File: src/rtl/fifo_uart_tx_pkg.sv
// Shared definitions for the fifo-fed UART transmitter:
// FSM state encoding and the idle level of the serial line.
package fifo_uart_tx_pkg;

    typedef enum logic [2:0] {
        ST_IDLE  = 3'd0,
        ST_POP   = 3'd1,
        ST_LOAD  = 3'd2,
        ST_START = 3'd3,
        ST_DATA  = 3'd4,
        ST_STOP  = 3'd5
    } state_t;

    localparam logic TXD_IDLE = 1'b1;

endpackage

File: src/rtl/fifo_uart_tx_bit_timer.sv
// Bit-period timer: counts 0..CLKS_PER_BIT-1 while run is high.
// Ports: clk, rst (async, high), clr, run -> tick (on wrap), count.
module uart_bit_timer #(
    parameter int CLKS_PER_BIT = 16,
    localparam int TW = (CLKS_PER_BIT > 1) ? $clog2(CLKS_PER_BIT) : 1
) (
    input  logic          clk,
    input  logic          rst,
    input  logic          clr,
    input  logic          run,
    output logic          tick,
    output logic [TW-1:0] count
);

    localparam logic [TW-1:0] LAST = TW'(CLKS_PER_BIT - 1);

    assign tick = run && (count == LAST);

    // Held at zero whenever not running so each frame starts aligned.
    always_ff @(posedge clk or posedge rst) begin
        if (rst)
            count <= '0;
        else if (clr || !run || tick)
            count <= '0;
        else
            count <= count + 1'b1;
    end

endmodule

File: src/rtl/fifo_uart_tx.sv
// Fifo read-side consumer that serialises each popped byte onto txd.
// Ports: clk, rst, clr, en, empty, fifo_dout -> rd, txd, busy, done.
module fifo_uart_tx
    import fifo_uart_tx_pkg::*;
#(
    parameter int DATA_W       = 8,
    parameter int CLKS_PER_BIT = 16,
    parameter int STOP_BITS    = 1
) (
    input  logic              clk,
    input  logic              rst,
    input  logic              clr,
    input  logic              en,
    input  logic              empty,
    input  logic [DATA_W-1:0] fifo_dout,
    output logic              rd,
    output logic              txd,
    output logic              busy,
    output logic              done
);

    localparam int TW = (CLKS_PER_BIT > 1) ? $clog2(CLKS_PER_BIT) : 1;
    localparam int CW = $clog2(DATA_W + 1);

    localparam logic [TW-1:0] PRE   = TW'(CLKS_PER_BIT - 2);
    localparam logic [CW-1:0] DLAST = CW'(DATA_W - 1);
    localparam logic [CW-1:0] SLAST = CW'(STOP_BITS - 1);

    state_t            state;
    state_t            nxt;
    logic [DATA_W-1:0] sh;
    logic [DATA_W-1:0] sh_d;
    logic [CW-1:0]     bcnt;
    logic [CW-1:0]     bcnt_d;
    logic              rd_d;
    logic              txd_d;
    logic              busy_d;
    logic              done_d;
    logic              go;
    logic              run;
    logic              tick;
    logic [TW-1:0]     tcnt;

    assign go  = en && !empty;
    assign run = (state == ST_START) ||
                 (state == ST_DATA)  ||
                 (state == ST_STOP);

    uart_bit_timer #(
        .CLKS_PER_BIT(CLKS_PER_BIT)
    ) u_timer (
        .clk  (clk),
        .rst  (rst),
        .clr  (clr),
        .run  (run),
        .tick (tick),
        .count(tcnt)
    );

    always_comb begin
        nxt    = state;
        sh_d   = sh;
        bcnt_d = bcnt;
        case (state)
            ST_IDLE: begin
                if (go)
                    nxt = ST_POP;
            end
            ST_POP: begin
                nxt = ST_LOAD;
            end
            ST_LOAD: begin
                nxt    = ST_START;
                sh_d   = fifo_dout;
                bcnt_d = '0;
            end
            ST_START: begin
                if (tick)
                    nxt = ST_DATA;
            end
            ST_DATA: begin
                if (tick) begin
                    sh_d = sh >> 1;
                    if (bcnt == DLAST) begin
                        nxt    = ST_STOP;
                        bcnt_d = '0;
                    end else begin
                        bcnt_d = bcnt + 1'b1;
                    end
                end
            end
            ST_STOP: begin
                if (tick) begin
                    if (bcnt == SLAST) begin
                        nxt    = go ? ST_POP : ST_IDLE;
                        bcnt_d = '0;
                    end else begin
                        bcnt_d = bcnt + 1'b1;
                    end
                end
            end
            default: begin
                nxt = ST_IDLE;
            end
        endcase

        if (clr) begin
            nxt    = ST_IDLE;
            bcnt_d = '0;
        end

        // Outputs are registered, so they are decoded from the next state.
        rd_d   = (nxt == ST_POP);
        busy_d = (nxt != ST_IDLE);
        txd_d  = TXD_IDLE;
        if (nxt == ST_START)
            txd_d = 1'b0;
        else if (nxt == ST_DATA)
            txd_d = sh_d[0];

        // One cycle before the final stop cycle, so done lands on it.
        done_d = !clr && (state == ST_STOP) &&
                 (tcnt == PRE) && (bcnt == SLAST);
    end

    always_ff @(posedge clk or posedge rst) begin
        if (rst) begin
            state <= ST_IDLE;
            sh    <= '0;
            bcnt  <= '0;
            rd    <= 1'b0;
            txd   <= TXD_IDLE;
            busy  <= 1'b0;
            done  <= 1'b0;
        end else begin
            state <= nxt;
            sh    <= sh_d;
            bcnt  <= bcnt_d;
            rd    <= rd_d;
            txd   <= txd_d;
            busy  <= busy_d;
            done  <= done_d;
        end
    end

endmodule

File: config.mk
export PLATFORM = sky130hd
export DESIGN_NAME = fifo_uart_tx
export DESIGN_NICKNAME = d
export VERILOG_FILES = /design/src/rtl/fifo_uart_tx_pkg.sv /design/src/rtl/fifo_uart_tx_bit_timer.sv /design/src/rtl/fifo_uart_tx.sv
export SDC_FILE = /design/constraint.sdc
export NUM_CORES = 1
export LEC_CHECK = 0
export CAP_MARGIN = 5
export CELL_PAD_IN_SITES_DETAIL_PLACEMENT = 2
export CELL_PAD_IN_SITES_GLOBAL_PLACEMENT = 2
export CORE_MARGIN = 2
export CORE_UTILIZATION = 30
export DETAILED_ROUTE_END_ITERATION = 10
export PLACE_DENSITY = 0.74
export SETUP_SLACK_MARGIN = 0.4
export SLEW_MARGIN = 20
export SYNTH_ARGS = -nofsm -noshare
export SYNTH_HDL_FRONTEND = slang
export SYNTH_HIERARCHICAL = 1
export SYNTH_SLANG_ARGS = --single-unit
File: constraint.sdc
create_clock -name clk -period 2.2 [get_ports clk]
set_input_delay 0.55 -clock clk [delete_from_list [all_inputs] [get_ports clk]]
set_output_delay 0.55 -clock clk [all_outputs]
set_load 0.005 [all_outputs]
Word-level counts from Yosys, hierarchy flattened --
Index checks and enable logic that the tools add are counted.
Word-level totals: bits in registers 23, bits of input ports 13, logic and storage cells 64
Cells by class: muxes and demuxes 20, $add $sub $neg 2, reductions and logical operators 19, equality and inequality tests 14
Operator list (count):
- two-way mux 4 bit | 6
- two-way mux 3 bit | 7
- case mux 3 bit (6 select lines) | 1
- case mux 8 bit (2 select lines) | 1
- case mux 4 bit (3 select lines) | 1
- equality test 3 x 2 -> 1 bit, second input constant | 3
- equality test 3 bit, second input constant | 3
- adder 4 x 1 -> 4 bit, second input constant | 2
- equality test 4 bit, second input constant | 2
- two-way mux 8 bit | 1
- equality test 3 x 1 -> 1 bit, second input constant | 2
- != test 3 x 2 -> 1 bit, second input constant | 2
- logical AND 1 bit | 5
- equality test 4 x 3 -> 1 bit, second input constant | 1
- logical NOT 4 bit | 1
- logical OR 1 bit | 4
- nonzero test 4 bit | 1
- logical NOT 1 bit | 3
- logical NOT 3 bit | 1
- two-way mux 1 bit | 3
- AND reduction 3 bit | 1
- nonzero test 3 bit | 1
- != test 2 x 1 -> 1 bit, second input constant | 1
- AND reduction 2 bit | 1
- nonzero test 2 bit | 1

Longest topological paths before layout --
depth after elaboration 10, depth in mapped cells 10

Modules after synthesis --
Netlist, hierarchy kept.
By module, submodules not included:
- fifo_uart_tx | area an instance 1014.7 sq um, cells an instance 101, times used 1
- uart_bit_timer | area an instance 188.9 sq um, cells an instance 17, times used 1

Least setup slack after synthesis --
Ideal clock, no wire load.
kind flip-flop to flip-flop, start point register state[2], end point register txd, arrival 2.078 ns, period minus slack after synthesis 2.164 ns, path slack 0.036 ns, library setup time 0.086 ns, cell stages (with the launch flop) 10, buffers on the path 1, data required time 2.114 ns, cells stage by stage dfrtp_1 -> buf_4 -> nor2b_1 -> nand2_1 -> nand2_1 -> and4_1 -> nor3b_4 -> nor2_4 -> a21o_1 -> o41a_1
Between the ends: elaborated cells between the ends (all ways) 23, classes of those cells 7 x eq/ne; 12 x mux; 4 x reduce/logical
RTL lines:
- start: declaration | line fifo_uart_tx.sv:29 | state_t state;
- start signal: assignment | line fifo_uart_tx.sv:136 | state <= nxt;
- equality test 3 x 2 -> 1 bit / equality test 3 bit (equally long branches) | line fifo_uart_tx.sv:45, fifo_uart_tx.sv:46
- logical OR 1 bit | line fifo_uart_tx.sv:45 | assign run = (state == ST_START) ||
- logical OR 1 bit * | line fifo_uart_tx.sv:46 | (state == ST_DATA) ||
- via run | line fifo_uart_tx.sv:40 | logic run;
- logical AND 1 bit * | line fifo_uart_tx_bit_timer.sv:17 | assign tick = run && (count == LAST);
- via tick | line fifo_uart_tx.sv:41 | logic tick;
- two-way mux 8 bit * | line fifo_uart_tx.sv:82 | if (tick) begin
- case mux 8 bit (2 select lines) * | line fifo_uart_tx.sv:64 | case (state)
- via sh_d[0] | line fifo_uart_tx.sv:32 | logic [DATA_W-1:0] sh_d;
- two-way mux 1 bit * | line fifo_uart_tx.sv:118 | else if (nxt == ST_DATA)
- two-way mux 1 bit * | line fifo_uart_tx.sv:116 | if (nxt == ST_START)
- via txd_d | line fifo_uart_tx.sv:36 | logic txd_d;
- end signal: assignment | line fifo_uart_tx.sv:140 | txd <= txd_d;
- end: declaration | line fifo_uart_tx.sv:17 | output logic txd,
The timed path passes the listed nets; every way through them passes the cells marked *. The select of a mux whose other input is x is not followed. A chain may end at the register's enable or synchronous reset.

Worst setup path after layout --
start point register state[2], end point register txd
Between the ends: longest elaborated chain between the ends 10, elaborated cells between the ends (all ways) 23, classes of those cells 7 x eq/ne; 12 x mux; 4 x reduce/logical
RTL lines:
- equality test 3 x 2 -> 1 bit / equality test 3 bit (equally long branches) | line fifo_uart_tx.sv:45, fifo_uart_tx.sv:46
- logical OR 1 bit | line fifo_uart_tx.sv:45
- logical OR 1 bit * | line fifo_uart_tx.sv:46
- via run | line fifo_uart_tx.sv:40
- logical AND 1 bit * | line fifo_uart_tx_bit_timer.sv:17
- via tick | line fifo_uart_tx.sv:41
- two-way mux 3 bit (on tied branches) | line fifo_uart_tx.sv:93, fifo_uart_tx.sv:78, fifo_uart_tx.sv:82
- case mux 3 bit (6 select lines) | line fifo_uart_tx.sv:64
- two-way mux 3 bit | line fifo_uart_tx.sv:107 | if (clr) begin
- equality test 3 bit | line fifo_uart_tx.sv:118
- two-way mux 1 bit | line fifo_uart_tx.sv:118
- two-way mux 1 bit * | line fifo_uart_tx.sv:116
- via txd_d | line fifo_uart_tx.sv:36
Marks and branches as above.

==> results.py <==
metrics = {
    "place": {
        "dpl.hpwl_um": 2267,
        "place_congestion": 0.7310,
        "placed_cell_area_sq_um": 1481,
        "placed_cells": 190,
        "post-place-ws_ns": 0.05914,
        "port_buffers": 16,
    },
    "worst_setup_path": {
        "cp_num_buf_inv": 0,
        "startpoint_type": "register",
        "crit_path_cell_trace": "nor2b_4, nand2_2, nand2_2, and4_4, nand2_1, mux2_2, o21ai_4, o41a_1",
        "cpLargestDelayFamily": "simple AND/OR/NAND/NOR gates",
        "cp_max_fo": 6,
        "arrival_ns": 2.11,
        "critPathMaxStageDelay_ns": 0.45,
        "end_kind": "register",
        "critPathKind": "reg2reg",
        "critPathMostFrequentCell": "nand2_2",
        "cp.required_ns": 2.40,
        "cp_slowest_cell": "dfrtp_2",
    },
    "drt": {
        "num_vias": 1032,
        "drt-total-wl_um": 3428,
        "drt.antenna.violating_nets": 0,
        "drc_errors": 0,
        "vias_per_cell": 4.938,
        "wire_per_inst_um": 16.40,
        "dr.pass1.iters": 4,
        "drtIter0Drc": 30,
    },
    "logic_synthesis": {
        "ys_ff_latch": 23,
        "synthCells": 118,
        "seq_area_frac_synth_pct": 47.92,
        "synth_nets": 134,
        "postSynthAreaPerCell_sq_um": 10.20,
        "ys_types": 37,
        "ys_warn_count": 6,
        "syn_area_sq_um": 1204,
    },
    "finish": {
        "final_area_sq_um": 1688,
        "final_cell_mix": "23 x buf_4, 20 x nand2_1, 19 x dfrtp_1, 15 x clkdlybuf4s50_1, 8 x inv_1",
        "final_core_util_pct": 42.81,
        "diodes": 0,
        "drive_above_1_share_pct": 32.08,
        "syn_to_final_growth_pct": 40.23,
        "final_common_cell": "buf_4",
        "stdcell_count": 209,
        "layout.nets": 176,
        "fill_cells": 426,
    },
    "die": {
        "die_w_um": 67.34,
        "core-area_sq_um": 3943,
        "die_area_sq_um": 4535,
        "die_h_um": 67.34,
        "start_util_pct": 30.53,
        "io_pins": 17,
        "rows": 23,
    },
    "pwr": {
        "irDropWorstVdd_mv": 0.4031,
        "finalPower_mw": 0.9585,
        "p_leak_nw": 0.7588,
        "power_density_nw_per_um2": 567.8,
    },
    "timing": {
        "max-slew-margin-rel_pct": 71.10,
        "slew_viol_final": 0,
        "period_needed_ns": 1.909,
        "finalCritPeriodShare_pct": 86.77,
        "hold_slack_ns": 0.4861,
        "hold_viol": 0,
        "fmax_mhz": 523.8,
        "rsz0062_at_grt": "true",
        "worst_pin_slew_ns": 0.4302,
        "finalSetupViolCount": 0,
        "fin_ws_ns": 0.2910,
        "tns_ns": 0,
        "fin_skew_ns": 0.009451,
    },
    "cts": {
        "clkLatencyLatePin_ns": 0.27,
        "htree_levels": 1,
        "clockBufferDepth": 2,
        "cts_tree": "yes",
        "cts_buffers": 3,
        "path_clk_slew_ns": 0.09,
        "clock-sinks": 23,
        "cts_root_buf": "clkbuf_8",
    },
    "min_path": {
        "hold_class": "reg2reg",
    },
    "global_route": {
        "grt_pass1_wl_um": 5154,
        "antenna_found_initial": 0,
        "grt_pass1_vias": 1134,
        "grt_max_degree": 14,
        "grtUsageTotal_pct": 15.11,
        "gr-total-overflow": 0,
    },
    "run_status": {
        "status": "completed",
    },
    "flow_run": {
        "cap_violations": 0,
    },
}
## worst paths after layout
kind / startpoint / to / slack (ns) / depth (start not counted)
max in group asynchronous: rst / bcnt[3]$_DFFE_PP0P_ / 1.12 / 3
worst min-delay path: sh[4]$_DFFE_PP0P_ / sh[4]$_DFFE_PP0P_ / 0.49 / 2
worst max-delay path: state[2]$_DFF_PP0_ / txd$_DFF_PP1_ / 0.29 / 8
worst min register to register: sh[4]$_DFFE_PP0P_ / sh[4]$_DFFE_PP0P_ / 0.49 / 2
min in group asynchronous: rst / u_timer/count[2]$_DFF_PP0_ / 0.50 / 2
worst max register to register: state[2]$_DFF_PP0_ / txd$_DFF_PP1_ / 0.29 / 8
## cell usage after synthesis, drive strengths merged
master	number	area share [%]
o32a	1	0.83
and2b	1	0.62
and4	1	0.73
nand4b	1	0.73
xor2	2	1.5
nand3	3	1.2
a22o	2	1.5
nor2	6	2.5
nor2b	2	1.0
mux2	1	0.94
nor4	2	1.6
a22oi	6	3.7
a211oi	2	1.7
nor3	4	1.7
o221ai	1	1.2
buf	2	1.6
a21o	2	1.2
dfstp	1	2.2
dfrtp	22	46
nand3b	3	1.9
nand2b	3	2.8
a31o	1	0.73
nand2	22	6.9
inv	8	2.5
xnor2	1	0.73
ha	3	3.1
a21oi	2	0.83
o21ai	9	3.7
o41a	1	0.94
nor3b	3	3.7
## worst min-delay path, stage by stage (launching register included)
cell and delay (ns):
dfrtp_1 0.35, nand2_1 0.05, nand2_1 0.06
## power by group
part	leakage [nW]	internal [mW]	switching, mW	total, mW
clock	0.0255	0.127	0.138	0.265
combinational	0.437	0.0980	0.0843	0.182
sequential	0.296	0.478	0.0332	0.511
total	0.759	0.702	0.256	0.958
## cells by family (layout without fill, tap and decap cells)
logic type               count (synthesis)  after routing  synth area share, %
XOR/XNOR                                 3              3                2.183
flip-flops                              23             23                47.92
AO/OA/AOI/OAI                           27             27                16.42
AND/OR/NAND/NOR                         51             51                25.37
multiplexers                             1              1               0.9355
adder cells (fa/ha/maj)                  3              3                3.119
buffers and inverters                   10             51                4.054
## routing by layer
metal  track usage (%)  up-vias  wire length [um]
met5                 0        -                 0
met4             3.827        0                19
met2             28.96       16              1938
met1             16.58      519              1356
li1                  -      493                 -
met3             3.500        4               114
## state kept, by name, summed over array words and instances, names as in the netlist
name,count
sh,8
bcnt,4
u_timer/count,4
state,3
busy,1
done,1
rd,1
txd,1
## cell type report
type	instances	area, sq um	area share (%)
multi-input cells	85	636.9	37.73
inverters	8	30.03	1.779
clock inverters	1	5.005	0.2965
repair buffers	39	331.6	19.64
clock buffers	3	41.29	2.446
well taps	50	62.56	3.706
flip-flops and latches	23	580.6	34.40
## timing repair
item / 4_1_cts / 5_1_grt
hold buffers: 0 / 0
buffers inserted: 7 / 8
resized for setup: 9 / 5
setup endpoints to repair: 18 / 15
pin swaps: 3 / 2
(Power assumes the default switching activity.)
